`config.mk`:
```
export PLATFORM = sky130hd
export DESIGN_NAME = i2s_pair_fifo
export DESIGN_NICKNAME = d
export VERILOG_FILES = /design/src/rtl/i2s_pair_fifo.sv
export SDC_FILE = /design/constraint.sdc
export NUM_CORES = 1
export LEC_CHECK = 0
export BUFFER_PORTS_ARGS = -buffer_cell sky130_fd_sc_hd__buf_2
export CAP_MARGIN = 40
export CORE_MARGIN = 1.5
export CORE_UTILIZATION = 40
export DETAILED_ROUTE_END_ITERATION = 8
export PLACE_DENSITY = 0.54
export SYNTH_ARGS = -nofsm -noshare
export SYNTH_HDL_FRONTEND = slang
export SYNTH_SLANG_ARGS = --single-unit
```
`constraint.sdc`:
```
create_clock -name clk_50m -period 7.5 [get_ports clk_50m]
set_input_delay 0 -clock clk_50m [delete_from_list [all_inputs] [get_ports clk_50m]]
set_output_delay 0 -clock clk_50m [all_outputs]
set_load 0.1 [all_outputs]
```
`src/rtl/i2s_pair_fifo.sv`:
```
// i2s_pair_fifo: pairs I2S left/right words into stereo frames with a mono average, buffered in a FWFT FIFO
module i2s_pair_fifo #(
    parameter int DEPTH   = 16,
    parameter int FIFO_AW = 4
) (
    input  logic               clk_50m,
    input  logic               rst_n,
    input  logic               i_en,
    input  logic               i_lrc,
    input  logic [DEPTH-1:0]   i_rx_data,
    input  logic               i_rx_done,
    input  logic               i_ready,
    output logic               o_valid,
    output logic [DEPTH-1:0]   o_left,
    output logic [DEPTH-1:0]   o_right,
    output logic [DEPTH-1:0]   o_mono,
    output logic [FIFO_AW:0]   o_level,
    output logic [15:0]        o_ovf_cnt,
    output logic               o_sync_err
);
    localparam int N = 2 ** FIFO_AW;

    typedef enum logic {WAIT_L, HAVE_L} state_t;

    state_t               state_q, state_d;
    logic [DEPTH-1:0]     left_q, left_d;
    logic [FIFO_AW-1:0]   wr_q, wr_d, rd_q, rd_d;
    logic [FIFO_AW:0]     level_q, level_d;
    logic [15:0]          ovf_q, ovf_d;
    logic                 err_q, err_d;
    logic [3*DEPTH-1:0]   mem_q [N];
    logic [3*DEPTH-1:0]   head;
    logic                 done, latch_l, push, bad, pop, full, wr_en, drop;
    logic [DEPTH:0]       sum;
    logic [DEPTH-1:0]     mono;

    // a disabled block ignores incoming words entirely
    assign done  = i_rx_done && i_en;
    assign pop   = o_valid && i_ready;
    assign full  = level_q == (FIFO_AW+1)'(N);
    assign wr_en = push && (!full || pop);
    assign drop  = push && full && !pop;
    assign sum   = {left_q[DEPTH-1], left_q} + {i_rx_data[DEPTH-1], i_rx_data};
    assign mono  = DEPTH'(sum >> 1);

    // pairing state register
    always_ff @(posedge clk_50m) begin
        if (!rst_n) state_q <= WAIT_L;
        else        state_q <= state_d;
    end

    // pairing next state: any left word leads to HAVE_L, any right word back to WAIT_L
    always_comb begin
        state_d = !i_en ? WAIT_L : done ? (i_lrc ? WAIT_L : HAVE_L) : state_q;
    end

    // pairing outputs: latch left, complete a frame, or flag an out-of-order channel
    always_comb begin
        latch_l = done && !i_lrc;
        push    = done && i_lrc && state_q == HAVE_L;
        bad     = done && (i_lrc == (state_q == WAIT_L));
    end

    // FIFO pointer, level and diagnostic next-state
    always_comb begin
        left_d  = latch_l ? i_rx_data : left_q;
        wr_d    = !i_en ? '0 : wr_q + FIFO_AW'(wr_en);
        rd_d    = !i_en ? '0 : rd_q + FIFO_AW'(pop);
        level_d = !i_en ? '0 : level_q + (FIFO_AW+1)'(wr_en) - (FIFO_AW+1)'(pop);
        ovf_d   = (drop && ovf_q != 16'hFFFF) ? ovf_q + 16'd1 : ovf_q;
        err_d   = i_en && (err_q || bad);
    end

    // datapath registers with reset
    always_ff @(posedge clk_50m) begin
        if (!rst_n) begin
            left_q  <= '0;
            wr_q    <= '0;
            rd_q    <= '0;
            level_q <= '0;
            ovf_q   <= '0;
            err_q   <= 1'b0;
        end else begin
            left_q  <= left_d;
            wr_q    <= wr_d;
            rd_q    <= rd_d;
            level_q <= level_d;
            ovf_q   <= ovf_d;
            err_q   <= err_d;
        end
    end

    // frame storage; contents need no reset since the level gates visibility
    always_ff @(posedge clk_50m) begin
        if (wr_en) mem_q[wr_q] <= {mono, left_q, i_rx_data};
    end

    assign head       = mem_q[rd_q];
    assign o_valid    = level_q != '0;
    assign o_mono     = o_valid ? head[3*DEPTH-1 -: DEPTH] : '0;
    assign o_left     = o_valid ? head[2*DEPTH-1 -: DEPTH] : '0;
    assign o_right    = o_valid ? head[DEPTH-1:0] : '0;
    assign o_level    = level_q;
    assign o_ovf_cnt  = ovf_q;
    assign o_sync_err = err_q;
endmodule

```
# Word level (Yosys, flattened, before mapping)
# Memory sizes are Yosys's and may differ from the RTL's. A register that Yosys moved wholly into a read port is not among the register bits.
# Index checks and enable logic that the tools add are counted.
[totals] input_bits=22 regBits=47 latchBits=0 ram_bits=768 rom_bits=0 wordCells=43 mem_count=1
[memory_table] name="mem_q" words=16 word_bits=48 read_ports=1 rd_ports_with_merged_regs=1 write_ports=1 line="31" text="logic [3*DEPTH-1:0] mem_q [N];"
[op_classes] n_div=0 n_reduce_logical=18 n_bitwise=1 add_sub_neg=6 n_mux=7 multipliers=0 magnitude_cmp=0 eq_ne=3 shifts=0
[ops] operator="$mux W16" count=3
[ops] operator="$add A16 B16 Y17" count=1
[ops] operator="$add A16 B1 Y16 const B" count=1
[ops] operator="$ne A16 B16 Y1 const B" count=1
[ops] operator="$logic_and A1 B1 Y1" count=11
[ops] operator="$add A4 B1 Y4" count=2
[ops] operator="$add A5 B1 Y5" count=1
[ops] operator="$eq A5 B5 Y1 const B" count=1
[ops] operator="$reduce_bool A5 Y1" count=1
[ops] operator="$sub A5 B1 Y5" count=1
[ops] operator="$mux W4" count=1
[ops] operator="$logic_not A1 Y1" count=3
[ops] operator="$mux W1" count=3
[ops] operator="$logic_or A1 B1 Y1" count=2
[ops] operator="$reduce_and A2 Y1" count=1
[ops] operator="$eq A1 B1 Y1" count=1
[ops] operator="$not A1 Y1" count=1

# Longest topological paths before layout
# Gate-level depths: netlist of run 1.
[logic_depth] ltp_word=6 mapped_depth=16 mapped_depth_nobuf=15

# Worst setup path after synthesis of run 1
# Ideal clock, no wire load.
[synth_timing] kind="register to register" startpoint="register level_q[2] (netlist: o_level[2])" endpoint="memory mem_q[0][0] (netlist name), enable pin" stages_incl_launch_ff=8 t_arrival_ns=6.818 required_ns=6.910 synth_period_minus_slack_ns=7.408 setup_slack_ns=0.092 path_cell_list="dfxtp_1 -> inv_1 -> ha_1 -> nor3b_1 -> nand2_1 -> nand2_1 -> nor2_1 -> nor4b_1"
[synth_via] elab_chain_len=6 word_cells_on_any_way=8 classes_between="eq/ne: 1; mux: 2; reduce/logical: 5"
[synth_lines] item="start: declaration" line="28" text="logic [FIFO_AW:0] level_q, level_d;"
[synth_lines] item="start signal: assignment" line="87" text="level_q <= level_d;"
[synth_lines] item="$eq A5 B5 Y1 / $reduce_bool A5 Y1 (equally long branches)" line="40, 99"
[synth_lines] item="$logic_not A1 Y1 / $logic_and A1 B1 Y1 (equally long branches)" line="41, 39"
[synth_lines] item="$logic_or A1 B1 Y1 (*)" line="41" text="assign wr_en = push && (!full || pop);"
[synth_lines] item="$logic_and A1 B1 Y1 (*)" line="41"
[synth_lines] item="$mux W1 (*)" line="95" text="if (wr_en) mem_q[wr_q] <= {mono, left_q, i_rx_data};"
[synth_lines] item="$mux W1 (implied by the code) (*)" line="95"
[synth_lines] item="end: declaration" line="31"
# Mark *: on every way between the ends. The rest lies on a longest branch, timed or not.

==> results summary, run 1 <==
The flow ran to the end, and the final reports show no timing, DRC or antenna violations. The clock buffer count from CTS is 84. The number of resized instances in the post-cts repair step is 0. The worst setup path is launched from a flop. The number of enable-type register cells in the synthesized netlist is 768. The overall routed net length is 74300 um. The violation count after the first detailed-routing iteration came out at 1329.

The sum of net half-perimeters after detailed placement is 39800 um. The worst hold path belongs to the class in2reg. In this run the vertical extent of the chip is 285 um.

The routability congestion estimate from global placement is 0.767. Of all nets on the critical path, the largest fanout is 155. The layout-stage area growth over the synthesis result is 15.8%. The total routing usage reported by global routing is 18.6%. The final-report max-slew violation count came out at 0.

The clock insertion delay at the later pin of the skew report came out at 0.61 ns. The fraction of registers with async set or reset after synthesis is 0%. The maximum clock frequency is 0.257 GHz. The peak supply drop came out at 0.000243 V. Fill cells in the final layout number 6545. The register bit count reported by yosys is 815. The part of the total power dissipated in the clock network is 35.3%. For this configuration, the core starts out at a cell density of 40.4%. The hold violation total from the final report came to 0. Headroom to the max-slew limit came out at 23.2%. The post-synth net total is 1521. The smallest hold slack is 0.262 ns. The depth of the CTS H-tree is 3. The maximum number of pins on one net before global-route repair is 156. After layout, the worst path uses 51.9% of the clock period.

The detailed-routed wire length on met3 is 4000 um. After floorplanning, the core was sized to cover 79000 um^2. The most used flip-flop cell after synthesis is sky130_fd_sc_hd__edfxtp_1.

The net switching power figure came out at 3.32 mW. For this design, the slowest cell found on the critical path is sky130_fd_sc_hd__dfxtp_4. The floorplan step defined a die boundary enclosing 81400 um^2. The number of warnings printed during yosys synthesis is 0. Max-cap violations in this run came to 0. The setup-violating endpoint count in the final report came out at 0. The buffer levels on the longest clock path is 3.

The arrival time of the worst setup path came out at 3.89 ns. The switching power share of the total is 29.7%. The clock period could shrink to 3.89 ns. The x dimension of the die is 285 um. The critical path contains buffers and inverters numbering 2 combined. The uppermost signal routing layer after detailed routing is met5. Synthesis handed over a netlist of 1471 instances.

The number of different library cells used by synthesis comes to 53. The combinational fraction of design power is 19.4%. The cell depth of the worst min-delay path is 3. The number of routed nets with antenna violations is 0.

Traced cell by cell, the critical path runs through buf_12, mux4_2, mux4_2, nor2b_1, buf_2. The remaining global-route overflow is 0. The first global-routing pass estimated 110000 um of wire.

The routed metal-1 wirelength came out at 32600 um. The most numerous cell on the critical path is sky130_fd_sc_hd__mux4_2. The worst stage delay on the critical path came out at 0.77 ns. The worst clock skew on the final layout came out at 0.0203 ns. The routed length on met2 is 36700 um.

The tree is rooted in a sky130_fd_sc_hd__clkbuf_16. Setup repair after global routing left no endpoint under its margin. The sequential cell area is 24000 um^2. The worst setup path is captured at an output pin. The total internal power came out at 7.84 mW. The routed via count is 15200. The average wire per cell in the routed design is 26.8 um. The portion of total power attributed to sequential cells is 45.2%. The number of global-route vias before repair is 16300. The number of clock sinks came out at 815. The cell family contributing the most delay on the critical path is buffers and inverters. The multi-input combinational cells in the finished layout cover a total of 7640 um^2. Counting buffers and inverters, the worst setup path is 5 cells deep. The first detailed-routing pass ran for 4 iterations. Once the clock tree was built, the setup fixing pass inserted 0 buffers. Hold repair after CTS inserted 25 buffers. The critical path is of the reg2out type.

Summing every instance area after synthesis gives 31900 um^2. The total DRC errors in the routed layout is 0. The leakage power is 11.4 nW. The number of rows in the core area is 103. The post-detailed-route via-to-cell ratio came out at 5.49. TritonCTS built the clock tree. In this run the tool buffered the top-level ports with 92 buffer cells. The initial antenna violation count came out at 5. The final layout contains 1708 nets.

The cell count of the worst reg-to-reg path came out at 7. The synthesized area per cell is 21.7 um^2. The clock slew at the register clock pins of the worst setup and hold paths is 0.06 ns. The share of layout cells above drive strength 1 is 30.2%. The register area share after synthesis came out at 75.3%. In this run the power density over the cells is 302 nW/um^2. The data required time of the worst path came out at 7.50 ns. The I/O pin count came out at 93. For the final routed database, the setup TNS stands at 0 ns.

At the pin with the least slew margin, the transition time is 1.15 ns.
## cell usage after synthesis (2+ instances only)
library cell	instances	share of area, %
sky130_fd_sc_hd__a211oi_1	2	0.047
sky130_fd_sc_hd__a21o_1	6	0.14
sky130_fd_sc_hd__a21oi_1	32	0.50
sky130_fd_sc_hd__and2_1	2	0.039
sky130_fd_sc_hd__and3_1	7	0.14
sky130_fd_sc_hd__and4_1	4	0.11
sky130_fd_sc_hd__buf_1	6	0.071
sky130_fd_sc_hd__buf_2	13	0.20
sky130_fd_sc_hd__buf_4	7	0.16
sky130_fd_sc_hd__buf_6	2	0.071
sky130_fd_sc_hd__clkbuf_1	41	0.48
sky130_fd_sc_hd__dfxtp_1	47	3.0
sky130_fd_sc_hd__edfxtp_1	768	72
sky130_fd_sc_hd__fa_1	2	0.13
sky130_fd_sc_hd__ha_1	26	1.0
sky130_fd_sc_hd__inv_1	15	0.18
sky130_fd_sc_hd__mux2i_1	2	0.063
sky130_fd_sc_hd__mux4_2	240	17
sky130_fd_sc_hd__nand2_1	53	0.62
sky130_fd_sc_hd__nand2b_1	3	0.059
sky130_fd_sc_hd__nand3_1	16	0.25
sky130_fd_sc_hd__nand3b_1	2	0.047
sky130_fd_sc_hd__nand4_1	3	0.059
sky130_fd_sc_hd__nor2_1	42	0.49
sky130_fd_sc_hd__nor2b_1	55	1.1
sky130_fd_sc_hd__nor3_1	7	0.11
sky130_fd_sc_hd__nor4_1	4	0.078
sky130_fd_sc_hd__o211ai_1	3	0.071
sky130_fd_sc_hd__o21ai_0	6	0.094
sky130_fd_sc_hd__or3_1	3	0.059
sky130_fd_sc_hd__xnor2_1	11	0.30
sky130_fd_sc_hd__xor2_1	20	0.55
## logic make-up after synthesis
group,synth area share [%]
adder cells (fa/ha/maj),1.15
flip-flops,75.3
buffers and inverters,1.17
XOR/XNOR,0.851
AO/OA/AOI/OAI,1.31
AND/OR/NAND/NOR,3.25
multiplexers,17.0
## area by class of cell
cell class	count	area share [%]
tap	1050	3.56
clock inverter	49	0.958
inverter	15	0.152
timing repair buffer	170	3.58
clock buffer	103	6.06
multi-input combinational	572	20.7
sequential	815	65.0
antenna	1	0.00677
## tightest hold or removal path: stages
cell,delay [ns]
sky130_fd_sc_hd__dlygate4sd3_1,0.52
sky130_fd_sc_hd__buf_2,0.19
sky130_fd_sc_hd__and2_1,0.14
## worst paths after layout
kind                                                  from                    endpoint  slack (ns)
worst min register to register  o_ovf_cnt[10]$_SDFFE_PN0P_  o_ovf_cnt[10]$_SDFFE_PN0P_        0.54
worst max register to register      left_q[2]$_SDFFE_PN0P_     mem_q[11][47]$_DFFE_PP_        4.24
worst min-delay path                                 rst_n   o_ovf_cnt[7]$_SDFFE_PN0P_        0.26
worst max-delay path                    rd_q[1]$_SDFF_PN0_                  o_right[1]        3.61
## per-stage QoR
step	utilization (%)	instance area, um^2	power [mW]	setup slack (ns)	std cells
global placement	42.8	33800	7.31	4.11	2580
CTS	46.8	36900	11.3	3.62	2774
detailed placement	43.2	34100	7.36	4.26	2597
global route	46.8	36900	11.6	3.51	2775
floorplan	-	31900	6.88	0.0920	1471
finish	46.8	36900	11.2	3.61	2775
## state kept, by name, summed over array words and instances, names as in the netlist
| signal | count |
|---|---|
| o_ovf_cnt | 16 |
| rd_q | 4 |
| mem_q | 768 |
| state_q | 1 |
| wr_q | 4 |
| o_sync_err | 1 |
| o_level | 5 |
| left_q | 16 |
## cell usage in the layout, fill, tap and decap left out, drive strengths merged, types with 32 or more instances in the layout
cell type	instances
nor2b	55
clkbuf	103
edfxtp	768
a21oi	32
dfxtp	47
buf	145
nand2	53
mux4	240
clkinv	40
nor2	42
## metal layers
layer | vias up | GRT usage, %
met1 | 8266 | 25.7
met3 | 84 | 3.55
met4 | 4 | 3.86
met5 | - | 0
met2 | 389 | 30.8
li1 | 6493 | -
## power groups by stage
| stage | logic (mW) | clock network, mW | registers (mW) |
|---|---|---|---|
| floorplan | 1.71 | 0 | 5.17 |
| global placement | 2.17 | 0 | 5.15 |
| detailed placement | 2.21 | 0 | 5.15 |
| CTS | 2.22 | 4.05 | 5.05 |
| global route | 2.29 | 4.20 | 5.05 |
| finish | 2.17 | 3.95 | 5.05 |
Power figures use the tool's default switching activity.
==> inputs of run 2 (changes only) <==
- PLACE_DENSITY: 0.54 -> 0.56
- clock period: 7.5 -> 3.3 ns (I/O delays scaled with it)
==> run 2 against run 1 <==
- sequential share of layout area decreased by 1.0 points
- global-route usage decreased by 0.21 points
- critical path depth rose by 1
- count of clock-buffer cells in the layout is 8 higher
- first-iteration DRC count decreased by 1.2%
- utilization increased by 0.75 points
==> results summary, run 2 (synthesized netlist as in run 1, its figures left out) <==
The flow ran to the end, and the final reports show no timing, DRC or antenna violations. The number of clock sinks came to 815 (unchanged). The starting density of the core is 40.4% (unchanged). The smallest hold slack came out at 0.258 ns (-0.00432 ns). STA classifies the critical path startpoint as a flop.

The routed via count is 15400 (+1.3%). The number of global-route vias before repair came out at 16200 (-1.1%). The register-to-register setup slack is 0.42 ns (-3.82 ns). The setup total negative slack came out at 0 ns (unchanged).

The violation count after the first detailed-routing iteration is 1313 (-1.2%). The maximum number of pins on one net before global-route repair came out at 72 (-54%). The hold violation total from the final report came out at 0 (unchanged).

The root buffer cell chosen for the clock tree is sky130_fd_sc_hd__clkbuf_16. Setup repair after global routing left no endpoint under its margin. The core area came to 79000 um^2 (unchanged). The remaining global-route overflow came out at 0 (unchanged).

The final cycle utilization of the critical path is 93.9%. The combinational fraction of design power is 19.8% (+0.4 points). TritonCTS built the clock tree. The library cell used most frequently in the layout, excluding fill and tap cells, is sky130_fd_sc_hd__edfxtp_1. The die outline area is 81400 um^2 (unchanged). The share of layout cells above drive strength 1 came out at 32.1% (+1.9 points). The clock buffer count from CTS is 84 (unchanged).

The routability congestion estimate from global placement came out at 0.754 (-1.7%). The number of diodes is 0 (-1). The clock slew at the register clock pins of the worst setup and hold paths came out at 0.06 ns (about the same). The number of max-capacitance violations reported came out at 0 (unchanged). The number of resized instances in the post-cts repair step came out at 0 (unchanged). The sequential cell area is 24000 um^2 (about the same). The x dimension of the die is 285 um (unchanged).

The count of TritonRoute iterations in the first routing pass is 4 (unchanged). The maximum fanout along the worst path is 14 (-91%). The library cells used most frequently in the layout, excluding fill and tap cells, are 768 x sky130_fd_sc_hd__edfxtp_1, 240 x sky130_fd_sc_hd__mux4_2, 93 x sky130_fd_sc_hd__buf_2. The total chip power came to 25.8 mW (+130%). The setup-violating endpoint count in the final report came to 0 (unchanged). The I/O pin count is 93 (unchanged). The time the final worst path needs with I/O delays and setup is 3.10 ns. The global-route wire length before repair is 109000 um (-0.76%). The worst-case headroom to the max-slew limit came out at 50.9% (+28 points). The layout-stage area growth over the synthesis result came out at 17.7%.

The depth of the CTS H-tree came out at 3 (unchanged). The buffer levels on the longest clock path came out at 3 (unchanged). The average wire per cell in the routed design came out at 26.2 um (-2.0%). The clock insertion delay at the later pin of the skew report came out at 0.62 ns (about the same). The number of routed nets with antenna violations is 0 (unchanged). The area used by multi-input combinational logic is 7690 um^2 (+0.74%). By startpoint and endpoint, the worst setup path is classified as reg2out. The chip height came out at 285 um (unchanged).

The leakage power is 11.6 nW (+2.1%). The total internal power came out at 18.2 mW (+130%). The peak supply drop is 0.000633 V (+160%).

The total routing usage reported by global routing is 18.4% (-0.21 points). The sum of net half-perimeters after detailed placement is 40700 um (+2.2%). The number of flip-flops under the largest register name came out at 768 (unchanged). The number of rows in the core area came out at 103 (unchanged). The final layout net count was 1746 (+2.2%). The total DRC errors in the routed layout came out at 0 (unchanged). The path class of the tightest hold or removal check is in2reg. The utilization after layout came out at 47.5% (+0.75 points). The data required time of the worst path came out at 3.30 ns (-4.20 ns). The net switching power figure is 7.54 mW (+130%). The portion of total power attributed to sequential cells came to 44.4% (-0.8 points). The worst clock skew on the final layout is 0.0262 ns (+0.00594 ns). The initial antenna violation count came out at 1 (-4).

The part of the total power dissipated in the clock network came to 35.9% (+0.6 points). The switching power share of the total is 29.3% (-0.45 points). STA classifies the critical path endpoint as an output pin. The worst-margin pin slew came out at 0.737 ns (-0.415 ns). The final-report max-slew violation count was 0 (unchanged).

The power density over the cells is 686 nW/um^2 (+130%). The post-detailed-route via-to-cell ratio came out at 5.48 (-0.11%). The number of buffers added on ports is 92 (unchanged). Counting flops per register, the top entry is mem_q. The maximum clock frequency came out at 0.323 GHz.

The number of fill cells in the layout is 6532 (-0.20%). The overall routed net length is 73800 um (-0.67%). The arrival time of the worst setup path came out at 3.10 ns (-0.79 ns).
[run 2: changes by cell type in the layout (fill, tap and decap cells not counted), moves of 4 or more]
cell                       change
sky130_fd_sc_hd__buf_12       +24
sky130_fd_sc_hd__buf_16        -6
sky130_fd_sc_hd__buf_4        +23
sky130_fd_sc_hd__clkbuf_1      +7
sky130_fd_sc_hd__clkinv_1      -5
sky130_fd_sc_hd__dfxtp_1       -4
[run 2: metal layers]
layer,share of wire [%],track usage [%],up-vias
met2,49,30.0,389
met5,0,0,-
met4,1.4,4.44,0
met3,4.9,2.73,79
li1,-,-,6583
met1,44,26.2,8377
[run 2: power by group through the flow]
stage	sequential, mW	clock, mW	combinational (mW)
2_1_floorplan	11.7	0	3.89
3_3_place_gp	11.7	0	5.08
3_5_place_dp	11.7	0	5.13
4_1_cts	11.4	9.45	5.20
5_1_grt	11.4	9.86	5.37
6_report	11.4	9.24	5.09
[run 2: critical path, cell delays in order, from the launching register on]
cell and delay [ns]:
sky130_fd_sc_hd__dfxtp_4 0.51, sky130_fd_sc_hd__buf_12 0.23, sky130_fd_sc_hd__buf_12 0.17, sky130_fd_sc_hd__mux4_2 0.51, sky130_fd_sc_hd__mux4_2 0.55, sky130_fd_sc_hd__nor2b_1 0.16
sky130_fd_sc_hd__buf_2 0.32
[run 2: layout make-up]
class	count	area share (%)
Multi-Input combinational cell	572	20.5
Timing Repair Buffer	208	4.72
Clock inverter	42	1.05
Inverter	15	0.150
Tap cell	1050	3.50
Sequential cell	815	64.0
Clock buffer	111	6.07
[run 2: what timing repair did]
action | CTS | global route
endpoints found under the hold margin | 299 | 0
hold buffers | 23 | 0
setup buffers | 3 | 0
endpoints found under the setup margin | 1 | 0
[run 2: worst paths after layout]
kind | start | to | cells past startpoint
worst max-delay path | rd_q[0]$_SDFF_PN0_ | o_mono[11] | 6
worst min-delay path | rst_n | o_ovf_cnt[7]$_SDFFE_PN0P_ | 3
worst max register to register | left_q[0]$_SDFFE_PN0P_ | mem_q[12][47]$_DFFE_PP_ | 8
worst min register to register | left_q[0]$_SDFFE_PN0P_ | left_q[0]$_SDFFE_PN0P_ | 2
[run 2: per-stage QoR]
step	setup WS, ns	instance area (um^2)	cells
2_1_floorplan	0.00588	32000	1471
3_3_place_gp	0.424	34500	2630
3_5_place_dp	0.454	34600	2634
4_1_cts	0.111	37500	2813
5_1_grt	0.0937	37500	2813
6_report	0.201	37500	2813
